<file path="src/rtl/calc_entry_ctrl.sv">
// Keypad-driven BCD calculator entry controller: operand/op entry, digit-serial add/sub.
// Ports: clk, reset(async low), key bus in; disp_bcd/disp_neg/overflow/result_valid/busy out.
module calc_entry_ctrl #(
  parameter int NDIG = 4
) (
  input  logic            clk,
  input  logic            reset,
  input  logic            btn_press,
  input  logic            is_number,
  input  logic            is_op,
  input  logic            is_eq,
  input  logic [3:0]      num_val,
  input  logic [1:0]      op_val,
  output logic [4*NDIG-1:0] disp_bcd,
  output logic            disp_neg,
  output logic            overflow,
  output logic            result_valid,
  output logic            busy
);

  localparam int W  = 4 * NDIG;
  localparam int CW = $clog2(NDIG + 1);
  localparam logic [CW-1:0] FULL = CW'(NDIG);
  localparam logic [CW-1:0] LAST = CW'(NDIG - 1);

  typedef enum logic [2:0] {
    S_A, S_OP, S_B, S_CALC, S_RES
  } state_t;

  state_t state, state_d;

  logic          btn_q;
  logic [W-1:0]  a, b, res;
  logic [CW-1:0] cnt;
  logic [1:0]    op;
  logic          neg_r, ovf_r, carry, calc_q;

  logic ev, dig_ev, op_ev, eq_ev, last, sub;
  logic [3:0] xd, yd, yd_eff, sum_d;
  logic [4:0] sum, sub10;
  logic       sum_c;

  logic [W-1:0] disp_d;
  logic neg_d, ovf_d, rv_d, busy_d;

  // One event per press: rising edge of btn_press.
  assign ev     = btn_press & ~btn_q;
  assign dig_ev = ev & is_number & ~is_op & ~is_eq
                  & (num_val <= 4'd9);
  assign op_ev  = ev & is_op & ~is_number & ~is_eq
                  & ((op_val == 2'd1) | (op_val == 2'd2));
  assign eq_ev  = ev & is_eq & ~is_number & ~is_op;
  assign last   = (cnt == LAST);
  assign sub    = (op == 2'd2);

  // Digit slice; subtraction adds the nines complement
  // of the smaller operand with an initial carry of 1.
  always_comb begin
    xd = '0;
    yd = '0;
    for (int i = 0; i < NDIG; i++) begin
      if (cnt == CW'(i)) begin
        xd = neg_r ? b[i*4 +: 4] : a[i*4 +: 4];
        yd = neg_r ? a[i*4 +: 4] : b[i*4 +: 4];
      end
    end
    yd_eff = sub ? (4'd9 - yd) : yd;
    sum    = {1'b0, xd} + {1'b0, yd_eff} + {4'b0, carry};
    sub10  = sum - 5'd10;
    sum_c  = (sum > 5'd9);
    sum_d  = sum_c ? sub10[3:0] : sum[3:0];
  end

  always_ff @(posedge clk or negedge reset) begin
    if (!reset) state <= S_A;
    else        state <= state_d;
  end

  always_comb begin
    state_d = state;
    unique case (state)
      S_A:    if (op_ev) state_d = S_OP;
      S_OP:   if (dig_ev) state_d = S_B;
      S_B:    if (eq_ev) state_d = S_CALC;
      S_CALC: if (last) state_d = S_RES;
      S_RES: begin
        if (dig_ev)
          state_d = S_A;
        else if (op_ev && !neg_r && !ovf_r)
          state_d = S_OP;
      end
      default: state_d = S_A;
    endcase
  end

  // Outputs are a registered view of the current state,
  // so result_valid lands on the first S_RES cycle.
  always_comb begin
    disp_d = '0;
    neg_d  = 1'b0;
    ovf_d  = 1'b0;
    rv_d   = 1'b0;
    busy_d = 1'b0;
    unique case (state)
      S_A, S_OP: disp_d = a;
      S_B:       disp_d = b;
      S_CALC: begin
        disp_d = b;
        busy_d = 1'b1;
      end
      S_RES: begin
        disp_d = res;
        neg_d  = neg_r;
        ovf_d  = ovf_r;
        rv_d   = calc_q;
      end
      default: disp_d = '0;
    endcase
  end

  always_ff @(posedge clk or negedge reset) begin
    if (!reset) begin
      btn_q        <= 1'b0;
      a            <= '0;
      b            <= '0;
      res          <= '0;
      cnt          <= '0;
      op           <= '0;
      neg_r        <= 1'b0;
      ovf_r        <= 1'b0;
      carry        <= 1'b0;
      calc_q       <= 1'b0;
      disp_bcd     <= '0;
      disp_neg     <= 1'b0;
      overflow     <= 1'b0;
      result_valid <= 1'b0;
      busy         <= 1'b0;
    end else begin
      btn_q        <= btn_press;
      calc_q       <= (state == S_CALC);
      disp_bcd     <= disp_d;
      disp_neg     <= neg_d;
      overflow     <= ovf_d;
      result_valid <= rv_d;
      busy         <= busy_d;
      case (state)
        S_A: begin
          if (dig_ev && cnt < FULL) begin
            a   <= {a[W-5:0], num_val};
            cnt <= cnt + 1'b1;
          end
          if (op_ev) op <= op_val;
        end
        S_OP: begin
          if (dig_ev) begin
            b   <= {{(W-4){1'b0}}, num_val};
            cnt <= CW'(1);
          end
          if (op_ev) op <= op_val;
        end
        S_B: begin
          if (dig_ev && cnt < FULL) begin
            b   <= {b[W-5:0], num_val};
            cnt <= cnt + 1'b1;
          end
          if (eq_ev) begin
            cnt   <= '0;
            res   <= '0;
            ovf_r <= 1'b0;
            neg_r <= sub && (a < b);
            carry <= sub;
          end
        end
        S_CALC: begin
          for (int i = 0; i < NDIG; i++)
            if (cnt == CW'(i)) res[i*4 +: 4] <= sum_d;
          carry <= sum_c;
          cnt   <= cnt + 1'b1;
          if (last) begin
            cnt   <= '0;
            ovf_r <= ~sub & sum_c;
          end
        end
        S_RES: begin
          if (dig_ev) begin
            a     <= {{(W-4){1'b0}}, num_val};
            b     <= '0;
            res   <= '0;
            op    <= '0;
            neg_r <= 1'b0;
            ovf_r <= 1'b0;
            cnt   <= CW'(1);
          end else if (op_ev && !neg_r && !ovf_r) begin
            a   <= res;
            b   <= '0;
            cnt <= FULL;
            op  <= op_val;
          end
        end
        default: ;
      endcase
    end
  end

endmodule
</file>
<file path="config.mk">
export PLATFORM = sky130hd
export DESIGN_NAME = calc_entry_ctrl
export DESIGN_NICKNAME = d
export VERILOG_FILES = /design/src/rtl/calc_entry_ctrl.sv
export SDC_FILE = /design/constraint.sdc
export NUM_CORES = 1
export LEC_CHECK = 0
export ABC_AREA = 0
export BUFFER_PORTS_ARGS = -buffer_cell sky130_fd_sc_hd__buf_2
export CAP_MARGIN = 20
export CORE_MARGIN = 8
export CORE_UTILIZATION = 60
export DETAILED_ROUTE_END_ITERATION = 8
export MAX_ROUTING_LAYER = met4
export PLACE_DENSITY = 0.79
export REMOVE_ABC_BUFFERS = 1
export SETUP_SLACK_MARGIN = 0.02
export SKIP_CTS_REPAIR_TIMING = 1
export SYNTH_ARGS = -nofsm -noshare
export SYNTH_HDL_FRONTEND = slang
export SYNTH_SLANG_ARGS = --single-unit
</file>
<file path="constraint.sdc">
create_clock -name clk -period 5.76 [get_ports clk]
set_input_delay 0.864 -clock clk [delete_from_list [all_inputs] [get_ports clk]]
set_output_delay 0.864 -clock clk [all_outputs]
set_load 0.02 [all_outputs]
</file>
==> reports/metrics.yaml <==
outcome: "finished clean"
ys.warnings.count: 0
dpl-instance-area_sq_um: 5180
fin_crit_period_ns: 4.45
vias: 4148
rows: 33
die_w_microns: 107
slowest_stage: "sky130_fd_sc_hd__mux4_2"
achievable-frequency_ghz: 0.225
grt_antenna_before_repair: 0
layout_commonest_cell: "sky130_fd_sc_hd__dfrtp_1"
report.final.setup_viol: 0
area_of_the_mapped_netlist_sq_um: 4990
design_area_sq_um: 5380
detail_route.wl_per_cell_microns: 20.4
rsz_0062_raised_after_global_routing: "false"
report.power.total_w: 0.00373
die_h_microns: 107
cp_cell_sequence: "inv_1, ha_1, and3b_1, a211oi_1, a211oi_1, mux4_2, xnor2_1, fa_1, fa_1, xor2_1, ha_1, a22oi_1, a311o_1, mux2_2, o21ai_1"
ir_worst_vdd_mv: 0.672
crit_buf_inv: 1
clkLatencyLatePin_ns: 0.36
worst_max_slew_margin_expressed_relative_to_the_limit_pct: 27.4
max-cap-violations: 0
globalplace.congestion: 0.932
drtAntennaViolNets: 0
worstSetupStartpointType: "register"
clkTransAtPathRegs_ns: 0.09
synth-async-reset-ratio_pct: 100
cts_tree: "yes"
via_count_of_the_first_global_routing_pass: 4227
grt_start_max_net_pins: 81
synth_ff_type: "sky130_fd_sc_hd__dfrtp_1"
pin_count: 32
critical_path_cell_count: 15
final_core_util_pct: 66.1
p_leak_nw: 2.39
tritoncts_num_sinks: 80
critPathCaptureType: "register"
critical_path.top_delay_family: "adder cells"
crit_share_post_route_pct: 77.2
final-max-slew-violation-count: 0
drt_first_iter_violations: 309
drtPass1Iterations: 5
pwr_density_cell_nw_per_um2: 693
vias_per_cell: 6.40
grt_overflow_total: 0
synth_sequential_area_ratio_pct: 40.1
hold_viol: 0
setup_slack_ns: 1.31
worst-endpoint-required_ns: 6.05
ys_seq_elements: 80
coreArea_sq_um: 8130
crit_arrival_ns: 4.73
routed_wl_mm: 13.2
dpl.hpwl_mm: 9.07
cts_made_buffers: 9
antennaDiodeCount: 0
place_ws_ns: 1.41
finalNetCount: 578
worstSetupPathType: "reg2reg"
timing.clock.skew_ns: 0.00978
setup-tns-final_ns: 0
worst_hold_path_type: "in2async"
critPathMaxFanout: 8
layout.filler_cells: 638
grt_pass1_wl_mm: 21.6
htree_levels: 3
syn_area_per_cell_sq_um: 9.60
ff2ff_path_depth: 15
postSynthCellCount: 520
area_delta_synth_final_pct: 7.82
port_buffers: 31
cts_root_buf: "sky130_fd_sc_hd__clkbuf_8"
cp_slowest_stage_delay_ns: 0.49
final_layout_size_suffix_gt1_share_pct: 13.4
die_area_sq_um: 11500
cts_buffer_depth: 2
floorplan.initialDensity_pct: 61.3
netlist-cell-type-count: 65
drc: 0
slew_at_the_pin_closest_to_its_max_slew_limit_ns: 1.09
grt_use_total_pct: 24.5
synth_enable_flop_cells: 0
layout_common_cells: "sky130_fd_sc_hd__dfrtp_1, sky130_fd_sc_hd__mux2i_1, sky130_fd_sc_hd__nand2_1, sky130_fd_sc_hd__inv_1, sky130_fd_sc_hd__buf_2"
reg2reg_slack_ns: 1.31
[cells in the mapped netlist, types with 3 or more instances]
library cell | instances | area share, %
sky130_fd_sc_hd__a211oi_1 | 4 | 0.60
sky130_fd_sc_hd__a21o_1 | 8 | 1.2
sky130_fd_sc_hd__a21oi_1 | 28 | 2.8
sky130_fd_sc_hd__a22oi_1 | 14 | 2.1
sky130_fd_sc_hd__a31oi_1 | 4 | 0.50
sky130_fd_sc_hd__and2_1 | 4 | 0.50
sky130_fd_sc_hd__buf_1 | 5 | 0.38
sky130_fd_sc_hd__buf_2 | 8 | 0.80
sky130_fd_sc_hd__clkbuf_1 | 15 | 1.1
sky130_fd_sc_hd__dfrtp_1 | 80 | 40
sky130_fd_sc_hd__ha_1 | 26 | 6.5
sky130_fd_sc_hd__inv_1 | 31 | 2.3
sky130_fd_sc_hd__mux2_2 | 7 | 1.6
sky130_fd_sc_hd__mux2i_1 | 56 | 11
sky130_fd_sc_hd__nand2_1 | 46 | 3.5
sky130_fd_sc_hd__nand2b_1 | 6 | 0.75
sky130_fd_sc_hd__nand3_1 | 22 | 2.2
sky130_fd_sc_hd__nand4_1 | 6 | 0.75
sky130_fd_sc_hd__nor2_1 | 29 | 2.2
sky130_fd_sc_hd__nor2b_1 | 5 | 0.63
sky130_fd_sc_hd__o211ai_1 | 6 | 0.90
sky130_fd_sc_hd__o21a_1 | 6 | 0.90
sky130_fd_sc_hd__o21ai_0 | 29 | 2.9
sky130_fd_sc_hd__o21ai_1 | 9 | 0.90
sky130_fd_sc_hd__o221ai_1 | 6 | 1.1
sky130_fd_sc_hd__o31ai_1 | 9 | 1.4
sky130_fd_sc_hd__or3_1 | 3 | 0.38
sky130_fd_sc_hd__xor2_1 | 4 | 0.70
[where the power goes]
group | switching (W) | leakage (nW) | internal [W] | total [W]
Combinational | 0.00136 | 1.34 | 0.000910 | 0.00227
Clock | 0.000232 | 0.0862 | 0.000160 | 0.000393
Sequential | 0.000268 | 0.972 | 0.000799 | 0.00107
Total | 0.00186 | 2.39 | 0.00187 | 0.00373
[metrics by stage]
step                cells  hold slack [ns]
floorplan             490            0.464
detailed placement    631            0.490
CTS                   647            0.511
global placement      631            0.470
finish                648            0.462
global route          648            0.494
[registers in the layout, indices dropped and copies added (netlist names)]
signal        count
result_valid      1
a                16
overflow          1
state             3
disp_bcd         16
cnt               3
ovf_r             1
carry             1
neg_r             1
btn_q             1
res              16
busy              1
b                16
disp_neg          1
op                2
[worst paths after layout]
path / startpoint / endpoint
setup / recovery: cnt[1] / res[14]
setup reg to reg: cnt[1] / res[14]
min in group clk: busy / result_valid
hold reg to reg: busy / result_valid
max in group asynchronous: reset / res[13]
hold / removal: reset / disp_bcd[1]
[kinds of logic after synthesis]
kind of cell    after synthesis  share of synthesized area (%)
compound gates              140                           18.7
simple gates                140                           14.1
flops                        80                           40.1
mux                          65                           13.7
buf+inv                      62                           5.17
fa+ha+maj                    28                           7.32
xor+xnor                      5                          0.878
[metal layers]
metal	GRT usage [%]	vias up	part of all wire [%]
met5	-	-	0
met1	31.0	2019	44
met3	3.66	34	6.0
met4	11.1	0	2.9
li1	-	1930	-
met2	38.0	165	47
[layout make-up]
type	instances	area (sq um)	area share, %
Clock buffer	9	124	2.30
Timing Repair Buffer	37	215	4.00
Multi-Input combinational cell	378	2730	50.8
Tap cell	105	131	2.44
Clock inverter	7	55.1	1.02
Sequential cell	80	2000	37.2
Inverter	32	120	2.23
No activity file was read; power rests on OpenSTA's default activity.
